===== config.mk =====
export PLATFORM = sky130hd
export DESIGN_NAME = time_set_ctrl
export DESIGN_NICKNAME = d
export VERILOG_FILES = /design/src/rtl/clock_pkg.sv /design/src/rtl/mod_counter.sv /design/src/rtl/time_set_ctrl.sv
export SDC_FILE = /design/constraint.sdc
export NUM_CORES = 1
export LEC_CHECK = 0
export ABC_AREA = 1
export CORE_ASPECT_RATIO = 0.75
export CORE_MARGIN = 8
export CORE_UTILIZATION = 50
export DETAILED_ROUTE_END_ITERATION = 7
export PLACE_DENSITY = 0.84
export SYNTH_ARGS = -nofsm -noshare
export SYNTH_HDL_FRONTEND = slang
export SYNTH_SLANG_ARGS = --single-unit

===== constraint.sdc =====
create_clock -name clk -period 4 [get_ports clk]
set_input_delay 0.8 -clock clk [delete_from_list [all_inputs] [get_ports clk]]
set_output_delay 0.8 -clock clk [all_outputs]
set_load 0.01 [all_outputs]

===== src/rtl/clock_pkg.sv =====
// Shared types and constants for the digital clock time-keeping and time-setting logic.
package clock_pkg;

    typedef enum logic [1:0] {
        RUN      = 2'd0,
        SET_HOUR = 2'd1,
        SET_MIN  = 2'd2
    } mode_t;

    localparam int HOUR_W        = 5;
    localparam int MIN_W         = 6;
    localparam int HOUR_MAX_DEF  = 23;
    localparam int MIN_MAX_DEF   = 59;
    localparam int TIMEOUT_S_DEF = 30;

endpackage


===== src/rtl/mod_counter.sv =====
// Modulo counter with explicit compare-to-max wrap and a same-cycle carry for chaining.
module mod_counter #(
    parameter int W   = 6,
    parameter int MAX = 59
) (
    input  logic         clk,
    input  logic         rst,
    input  logic         inc,
    input  logic         clr,
    output logic [W-1:0] value,
    output logic         carry_out
);

    logic [W-1:0] value_r;
    logic         at_max_s;

    // >= keeps the field inside 0..MAX even if it were ever pushed past the top
    assign at_max_s  = (value_r >= W'(MAX));
    assign carry_out = inc & at_max_s;
    assign value     = value_r;

    // Field register: clear has priority over increment
    always_ff @(posedge clk) begin
        if (rst) begin
            value_r <= '0;
        end else if (clr) begin
            value_r <= '0;
        end else if (inc) begin
            value_r <= at_max_s ? '0 : (value_r + W'(1));
        end else begin
            value_r <= value_r;
        end
    end

endmodule


===== src/rtl/time_set_ctrl.sv =====
// Clock time-keeping plus long/short-press time-setting FSM and blink control.
// Optional build macro SET_TIMEOUT_EN: idle set modes fall back to RUN after TIMEOUT_S ticks.
module time_set_ctrl
    import clock_pkg::*;
#(
    parameter int HOUR_MAX  = HOUR_MAX_DEF,
    parameter int MIN_MAX   = MIN_MAX_DEF,
    parameter int TIMEOUT_S = TIMEOUT_S_DEF
) (
    input  logic              clk,
    input  logic              rst,
    input  logic              tick_1hz,
    input  logic              key_press_short,
    input  logic              key_press_long,
    output logic [HOUR_W-1:0] hours,
    output logic [MIN_W-1:0]  minutes,
    output logic [MIN_W-1:0]  seconds,
    output logic [1:0]        mode,
    output logic              blink_on
);

    mode_t mode_r, mode_nxt_s;
    logic  blink_r, blink_nxt_s;
    logic  short_s, key_any_s;
    logic  run_s, set_hour_s, set_min_s;
    logic  sec_inc_s, min_inc_s, hr_inc_s, sec_clr_s;
    logic  sec_carry_s, min_carry_s, hr_carry_s;

    // Long press always wins, so a coincident short press is dropped
    assign short_s    = key_press_short & ~key_press_long;
    assign key_any_s  = key_press_short | key_press_long;
    assign run_s      = (mode_r == RUN);
    assign set_hour_s = (mode_r == SET_HOUR);
    assign set_min_s  = (mode_r == SET_MIN);

    // Carries only chain in RUN; set modes edit one field with no carry
    assign sec_inc_s  = run_s & tick_1hz;
    assign min_inc_s  = run_s ? sec_carry_s : (set_min_s & short_s);
    assign hr_inc_s   = run_s ? min_carry_s : (set_hour_s & short_s);
    assign sec_clr_s  = set_min_s & key_press_long;

    mod_counter #(.W(MIN_W), .MAX(MIN_MAX)) u_sec (
        .clk(clk), .rst(rst), .inc(sec_inc_s), .clr(sec_clr_s),
        .value(seconds), .carry_out(sec_carry_s)
    );

    mod_counter #(.W(MIN_W), .MAX(MIN_MAX)) u_min (
        .clk(clk), .rst(rst), .inc(min_inc_s), .clr(1'b0),
        .value(minutes), .carry_out(min_carry_s)
    );

    mod_counter #(.W(HOUR_W), .MAX(HOUR_MAX)) u_hour (
        .clk(clk), .rst(rst), .inc(hr_inc_s), .clr(1'b0),
        .value(hours), .carry_out(hr_carry_s)
    );

`ifdef SET_TIMEOUT_EN
    localparam int TO_W = $clog2(TIMEOUT_S + 1);
    logic [TO_W-1:0] to_r, to_nxt_s;
`endif

    // Mode / blink next-state: key pulses first, then tick-driven blink and timeout
    always_comb begin
        mode_nxt_s  = mode_r;
        blink_nxt_s = blink_r;
`ifdef SET_TIMEOUT_EN
        to_nxt_s    = to_r;
`endif
        case (mode_r)
            RUN: begin
                blink_nxt_s = 1'b1;
                if (key_press_long) begin
                    mode_nxt_s = SET_HOUR;
                end else begin
                    mode_nxt_s = RUN;
                end
            end
            SET_HOUR, SET_MIN: begin
                if (key_press_long) begin
                    mode_nxt_s  = set_hour_s ? SET_MIN : RUN;
                    blink_nxt_s = 1'b1;
                end else if (short_s) begin
                    blink_nxt_s = 1'b1;
                end else if (tick_1hz) begin
                    blink_nxt_s = ~blink_r;
                end else begin
                    blink_nxt_s = blink_r;
                end
            end
            default: begin
                mode_nxt_s  = RUN;
                blink_nxt_s = 1'b1;
            end
        endcase
`ifdef SET_TIMEOUT_EN
        // A key pulse restarts the idle count and beats a coincident timeout
        if (run_s || key_any_s) begin
            to_nxt_s = '0;
        end else if (tick_1hz) begin
            if (to_r >= TO_W'(TIMEOUT_S - 1)) begin
                to_nxt_s    = '0;
                mode_nxt_s  = RUN;
                blink_nxt_s = 1'b1;
            end else begin
                to_nxt_s = to_r + TO_W'(1);
            end
        end else begin
            to_nxt_s = to_r;
        end
`endif
    end

    // Registered FSM state and blink enable
    always_ff @(posedge clk) begin
        if (rst) begin
            mode_r  <= RUN;
            blink_r <= 1'b1;
        end else begin
            mode_r  <= mode_nxt_s;
            blink_r <= blink_nxt_s;
        end
    end

`ifdef SET_TIMEOUT_EN
    // Idle-tick counter for the set-mode auto exit
    always_ff @(posedge clk) begin
        if (rst) begin
            to_r <= '0;
        end else begin
            to_r <= to_nxt_s;
        end
    end
`endif

    assign mode     = mode_r;
    assign blink_on = blink_r;

endmodule


# Word-level counts from Yosys, hierarchy flattened
# Index checks and enable logic that the tools add are counted.
# word_totals
mem_bits_rw,0
rom_bits,0
regBits,20
output_inout_bits,20
mem_count,0
latch_bits,0
word_cells,37
# classes
shift,0
bitwise,10
n_mul,0
order_cmp,3
n_addsub,3
n_mux,9
n_div,0
n_eq_ne,3
n_reduce_logical,4
# op_table
cell,count
"adder 6 x 1 -> 6 bit, second input constant",2
"greater-or-equal comparator 6 bit, second input constant",2
two-way mux 6 bit,2
bitwise AND 1 bit,7
"adder 5 x 1 -> 5 bit, second input constant",1
"greater-or-equal comparator 5 bit, second input constant",1
two-way mux 5 bit,1
two-way mux 2 bit,2
case mux 2 bit (2 select lines),1
OR reduction 2 bit,2
OR reduction 4 bit,1
two-way mux 1 bit,3
inverter 1 bit,3
"equality test 2 x 1 -> 1 bit, second input constant",1
"equality test 2 bit, second input constant",1
logical NOT 2 bit,1
"!= test 2 bit, second input constant",1

# Logic depth before layout (Yosys ltp)
# Gate-level depths: netlist of run 1.
# logic_depth
word_depth,6
ltp_mapped,11
mapped_depth_nobuf,11

# Cells and area by module
# From an unflattened synthesis of run 1, not the netlist that was laid out.
# hier_totals
hier_cells,152
area_unflattened_um2,1143.6
# modules_own_cells
module,area_per_inst_um2,instances,seq_area_each_um2,cells_per_inst
mod_counter (u_min ...),322.8,2,120.1,39
mod_counter (u_hour),257.7,1,100.1,37
time_set_ctrl,240.2,1,60.1,37

# Least setup slack after synthesis of run 1
# OpenSTA, ideal clock, no wires.
# synth_timing
path_kind,input -> register
start,input port key_press_long
end,"register u_hour.value_r[1], in the netlist u_hour.value[1]"
path_stages,10
setup_ns,0.128
slack_ns,2.350
arrival_ns,1.522
cell_sequence,inv_1 > nand2_1 > nor2_1 > nand2_1 > nand2_4 > nand3_4 > nand2_4 > nand2_1 > nand2_1 > nor2_1
# synth_between
elab_chain_cells,6
word_cells_on_any_way,7
classes_between,mux: 2; bitwise: 5
# synth_lines
element,line,source
"start, declared",time_set_ctrl.sv:14,"input logic key_press_long,"
inverter 1 bit (*),time_set_ctrl.sv:30,assign short_s = key_press_short & ~key_press_long;
bitwise AND 1 bit (*),time_set_ctrl.sv:30,
bitwise AND 1 bit,time_set_ctrl.sv:38,assign min_inc_s = run_s ? sec_carry_s : (set_min_s & short_s);
two-way mux 1 bit,time_set_ctrl.sv:38,
bitwise AND 1 bit,mod_counter.sv:19,assign carry_out = inc & at_max_s;
two-way mux 1 bit (*),time_set_ctrl.sv:39,assign hr_inc_s = run_s ? min_carry_s : (set_hour_s & short_s);
"end signal, assigned",mod_counter.sv:29,value_r <= at_max_s ? '0 : (value_r + W'(1));
"end signal, assigned",mod_counter.sv:31,value_r <= value_r;
"end, declared",mod_counter.sv:14,logic [W-1:0] value_r;
# Mark *: on every way between the ends. The rest lies on a longest branch, timed or not.
# A chain may end at the register's enable or synchronous reset.

# Worst setup path after layout of run 1
# layout_timing
start,"register u_hour.value_r[2], in the netlist u_hour.value[2]"
end,output port hours[2]
# layout_rtl
element,line,source
"end, declared",time_set_ctrl.sv:15,"output logic [HOUR_W-1:0] hours,"
# No word-level cell between the ends.

==> reports/summary.txt, run 1 <==
diodes inserted = 0
critical setup path kind = flop to output port
sequential share of the synthesized area = 0.367
Mean Syn Cell Area = 7.27 µm²
register-to-register setup slack = 2.20 ns
Hold/Removal Path Class = flop to flop
Worst slew margin = 0.714
Final Total Pwr = 0.361 mW
Die Footprint = 3950 µm²
Hold-fix buffers, CTS = 0
Detail Route Antenna Nets = 0
Tot GR Track Use = 0.137
number of setup violations in the final report = 0
critical path's slowest cell = sky130_fd_sc_hd__clkdlybuf4s50_1
final core utilization = 0.679
Final Critical Period = 2.15 ns
leading cell types in the layout, fill and taps excluded = 32 x sky130_fd_sc_hd__nand2_1, 24 x sky130_fd_sc_hd__clkdlybuf4s50_1, 20 x sky130_fd_sc_hd__dfxtp_1
H-tree level count = 1
type of origin of the critical path = flop
Routability Congestion = 0.864
power per unit of standard cell area = 262 nW/µm²
Placeable Area = 2030 µm²
Syn Nets = 162
Area Overhead vs Synth = 26.5%
largest stage delay on the critical path = 0.58 ns
# nets final = 190
Synth warnings = 0
Detailed Route Iter0 Violations = 103
clock transition time at the flip-flop clock pins of the worst setup and hold paths = 0.11 ns
sum of overflow across all layers after global routing = 0
setup repair after global routing missed its margin = false
number of buffers and inverters on the critical path = 1
worst hold margin = 0.488 ns
share of final-layout standard cells stronger than drive strength 1 = 0.0682
overall die height = 56.4 µm
via/cell ratio = 5.42
Clock Tree Buf Depth = 2
first-pass detailed-route iteration total = 4
Total Routed Length = 2.82 mm
data arrival time of the critical path = 1.35 ns
Max Fanout on Critical Path = 6
aggregate negative setup slack = 0 ns
Max Transition Viols Final = 0
data required time at the worst endpoint = 3.20 ns
Gates resized, CTS repair = 0
CTS tree = done
clock sink total = 20
area of the mapped netlist = 1090 µm²
measured slew at the worst slew-check pin = 0.428 ns
Setup crit end kind = output port
count of port buffers added during placement = 24
final-layout fill cell count = 187
Worst Clk Skew = 0.0121 ns
Achievable Freq = 0.466 GHz
static leakage = 0.547 nW
Final period util = 0.536
via count of the routed design = 1084
global-route wire length before repair = 4.48 mm
result of the run = finished, final reports clean
number of placed instances, taps included = 197
detail-routed net length per standard cell = 14.1 µm
number of antenna violations at the first check in global routing = 0
Initial Util = 0.536
Max Cap Viol = 0
root cell of the clock tree = sky130_fd_sc_hd__clkbuf_4
number of cells in the finished layout apart from fillers = 200
register bit total from synthesis = 20
Worst VDD drop = 0.000230 V
worst path cell trace = clkdlybuf4s50_1
via count of the first global-routing pass = 1012
number of placed I/O pins = 25
final hold violation count = 0
Horiz. Die Dim = 69.9 µm
HPWL after detailed placement = 2.16 mm
postcts setup bufs = 0
gate count of the mapped netlist = 150
dominant delay contributor by cell family on the critical path = buffers and inverters
leading cell type in the layout, fill and taps excluded = sky130_fd_sc_hd__nand2_1
clock latency reported for the late side of the worst-skew pair = 0.31 ns
number of rows created at floorplan = 14
number of remaining DRC errors = 0
number of buffers created by CTS = 3
number of different library cells in the post-synthesis netlist = 23
largest net degree at the start of global routing = 11
state kept, by name, indices dropped and copies added (netlist names):
register / count
mode: 2
u_sec.value: 6
u_min.value: 6
blink_on: 1
u_hour.value: 5
stage by stage:
| step | worst slack [ns] | area, µm² |
|---|---|---|
| global route | 1.79 | 1380 |
| finish | 1.85 | 1380 |
| global placement | 1.77 | 1360 |
| CTS | 1.84 | 1380 |
| floorplan | 2.35 | 1090 |
| detailed placement | 1.70 | 1360 |
cell usage after synthesis:
master	number	area, µm²
sky130_fd_sc_hd__nand3_2	1	10.0
sky130_fd_sc_hd__nand2_4	2	22.5
sky130_fd_sc_hd__clkbuf_1	1	3.75
sky130_fd_sc_hd__dfxtp_1	20	400
sky130_fd_sc_hd__nor3_2	1	10.0
sky130_fd_sc_hd__or2_0	1	6.26
sky130_fd_sc_hd__nand2_1	32	120
sky130_fd_sc_hd__nand3_4	1	17.5
sky130_fd_sc_hd__nand4_1	3	18.8
sky130_fd_sc_hd__nor2_2	1	6.26
sky130_fd_sc_hd__nor2_1	19	71.3
sky130_fd_sc_hd__inv_2	1	3.75
sky130_fd_sc_hd__nand3b_1	4	30.0
sky130_fd_sc_hd__nor3_1	3	15.0
sky130_fd_sc_hd__nand2_2	1	6.26
sky130_fd_sc_hd__xor2_1	2	17.5
sky130_fd_sc_hd__inv_1	17	63.8
sky130_fd_sc_hd__o21ai_0	3	15.0
sky130_fd_sc_hd__nand3_1	10	50.1
sky130_fd_sc_hd__xnor2_1	3	26.3
sky130_fd_sc_hd__and3_2	1	7.51
sky130_fd_sc_hd__a21oi_1	16	80.1
sky130_fd_sc_hd__ha_1	7	87.6
per-layer routing:
layer	vias to the layer above	global-route usage	wire, µm
met5	-	0	0
met4	0	0.0829	114
met3	15	0.0667	243
met2	48	0.222	1280
met1	484	0.140	1180
li1	537	-	-
kinds of logic after synthesis:
group / after synthesis / synth area share
simple gates: 80 / 0.359
flops: 20 / 0.367
compound gates: 19 / 0.0873
buf+inv: 19 / 0.0654
fa+ha+maj: 7 / 0.0804
xor+xnor: 5 / 0.0402
where the power goes:
part	internal [mW]	switching, mW
clock network	0.0353	0.0626
registers	0.205	0.00598
logic	0.0234	0.0292
path summary, 6_finish.rpt:
kind | start | end | cells past startpoint
hold reg to reg | u_sec.value[5] | u_sec.value[5] | 2
setup / recovery | u_hour.value[2] | hours[2] | 1
hold / removal | u_sec.value[5] | u_sec.value[5] | 2
setup reg to reg | mode[1] | u_hour.value[2] | 10
area by class of cell:
cell class | count | area [µm²] | share of cell area
clock buffer | 3 | 22.5 | 0.0163
multi-input combinational | 111 | 618 | 0.448
inverter | 18 | 67.6 | 0.0490
tap | 24 | 30.0 | 0.0218
timing repair buffer | 24 | 240 | 0.174
sequential | 20 | 400 | 0.290
No activity file was read; power rests on OpenSTA's default activity.
==> run 2: changes to the inputs <==
Settings changed: CORE_UTILIZATION 50 to 49, PLACE_DENSITY 0.84 to 0.82.
Clock period 4 ns to 2.2 ns, I/O delays scaled along.
==> run 2 against run 1 <==
Net effect:
- cell count unchanged
- non-clock buffer count did not move
- clock skew down 0.0089 ns
- register-to-register slack worse by 1.7 ns
- critical path depth is the same
- critical path type unchanged
- critical endpoint is now minutes[0]
==> reports/summary.txt, run 2 (same netlist as run 1, synthesis figures left out) <==
number of antenna violations at the first check in global routing = 0
number of placed I/O pins = 25
aggregate negative setup slack = 0 ns
Final Total Pwr = 0.648 mW
Tot GR Track Use = 0.123
H-tree level count = 1
measured slew at the worst slew-check pin = 0.362 ns
count of port buffers added during placement = 24
Setup crit end kind = output port
number of buffers and inverters on the critical path = 1
via/cell ratio = 5.26
Gates resized, CTS repair = 0
largest stage delay on the critical path = 0.58 ns
# nets final = 190
Hold/Removal Path Class = flop to flop
sum of overflow across all layers after global routing = 0
number of setup violations in the final report = 0
Routability Congestion = 0.804
power per unit of standard cell area = 470 nW/µm²
final hold violation count = 0
via count of the first global-routing pass = 925
critical path depth = 1
Hold Path Cell Cnt = 2
result of the run = finished, final reports clean
Clock Tree Buf Depth = 2
share of final-layout standard cells stronger than drive strength 1 = 0.0682
Initial Util = 0.532
number of rows created at floorplan = 14
Horiz. Die Dim = 70.5 µm
Achievable Freq = 0.563 GHz
leading cell types in the layout, fill and taps excluded = 32 x sky130_fd_sc_hd__nand2_1, 24 x sky130_fd_sc_hd__clkdlybuf4s50_1, 20 x sky130_fd_sc_hd__dfxtp_1
Placeable Area = 2050 µm²
Detailed Route Iter0 Violations = 46
clock sink total = 20
CTS tree = done
Final Critical Period = 1.78 ns
Die Footprint = 4000 µm²
root cell of the clock tree = sky130_fd_sc_hd__clkbuf_4
postcts setup bufs = 0
Worst Clk Skew = 0.00318 ns
diodes inserted = 0
Max Cap Viol = 0
number of remaining DRC errors = 0
via count of the routed design = 1051
number of buffers created by CTS = 3
critical setup path kind = flop to output port
clock transition time at the flip-flop clock pins of the worst setup and hold paths = 0.10 ns
leading cell type in the layout, fill and taps excluded = sky130_fd_sc_hd__nand2_1
first-pass detailed-route iteration total = 4
type of origin of the critical path = flop
setup repair after global routing missed its margin = false
static leakage = 0.547 nW
Hold-fix buffers, CTS = 0
detail-routed net length per standard cell = 12.2 µm
global-route wire length before repair = 4.18 mm
Max Transition Viols Final = 0
Final period util = 0.807
largest net degree at the start of global routing = 11
critical path's slowest cell = sky130_fd_sc_hd__clkdlybuf4s50_1
Worst slew margin = 0.758
worst path cell trace = clkdlybuf4s50_1
Area Overhead vs Synth = 26.5%
data arrival time of the critical path = 1.34 ns
HPWL after detailed placement = 1.94 mm
overall die height = 56.8 µm
Detail Route Antenna Nets = 0
final-layout fill cell count = 182
clock latency reported for the late side of the worst-skew pair = 0.30 ns
dominant delay contributor by cell family on the critical path = buffers and inverters
Worst VDD drop = 0.000421 V
Max Fanout on Critical Path = 7
reg2reg path depth = 10
data required time at the worst endpoint = 1.76 ns
Total Routed Length = 2.45 mm
-- run 2: cell counts in the layout (fill, tap and decap cells not counted) --
No cell type changed its count.
-- run 2: final timing paths --
path	start	endpoint	slack, ns
worst min-delay path	u_sec.value[5]	u_sec.value[5]	0.49
worst max register to register	mode[0]	u_hour.value[1]	0.49
worst max-delay path	u_min.value[0]	minutes[0]	0.42
worst min register to register	u_sec.value[5]	u_sec.value[5]	0.49
-- run 2: routing by layer --
metal | global-route usage | share of wire | vias up
met5 | 0 | 0 | -
met1 | 0.142 | 0.48 | 470
li1 | - | - | 544
met2 | 0.191 | 0.43 | 32
met4 | 0.0429 | 0.013 | 0
met3 | 0.0614 | 0.080 | 5
-- run 2: power by group --
group,internal (mW),total (mW),switching [mW]
sequential,0.372,0.383,0.0112
clock,0.0639,0.172,0.109
combinational,0.0421,0.0923,0.0503
total,0.478,0.648,0.170
-- run 2: through the flow --
stage	worst slack [ns]	util	instance area [µm²]	hold slack, ns	std cells
6_report	0.424	0.673	1380	0.488	200
5_1_grt	0.315	0.673	1380	0.515	200
4_1_cts	0.400	0.673	1380	0.488	200
3_5_place_dp	0.298	0.662	1360	0.471	197
3_3_place_gp	0.329	0.662	1360	0.466	197
2_1_floorplan	0.614	-	1090	0.494	150
-- run 2: cell type report --
cell class | count | area (µm²) | area share
multi-input combinational | 111 | 618 | 0.448
sequential | 20 | 400 | 0.290
timing repair buffer | 24 | 240 | 0.174
inverter | 18 | 67.6 | 0.0490
tap | 24 | 30.0 | 0.0218
clock buffer | 3 | 22.5 | 0.0163
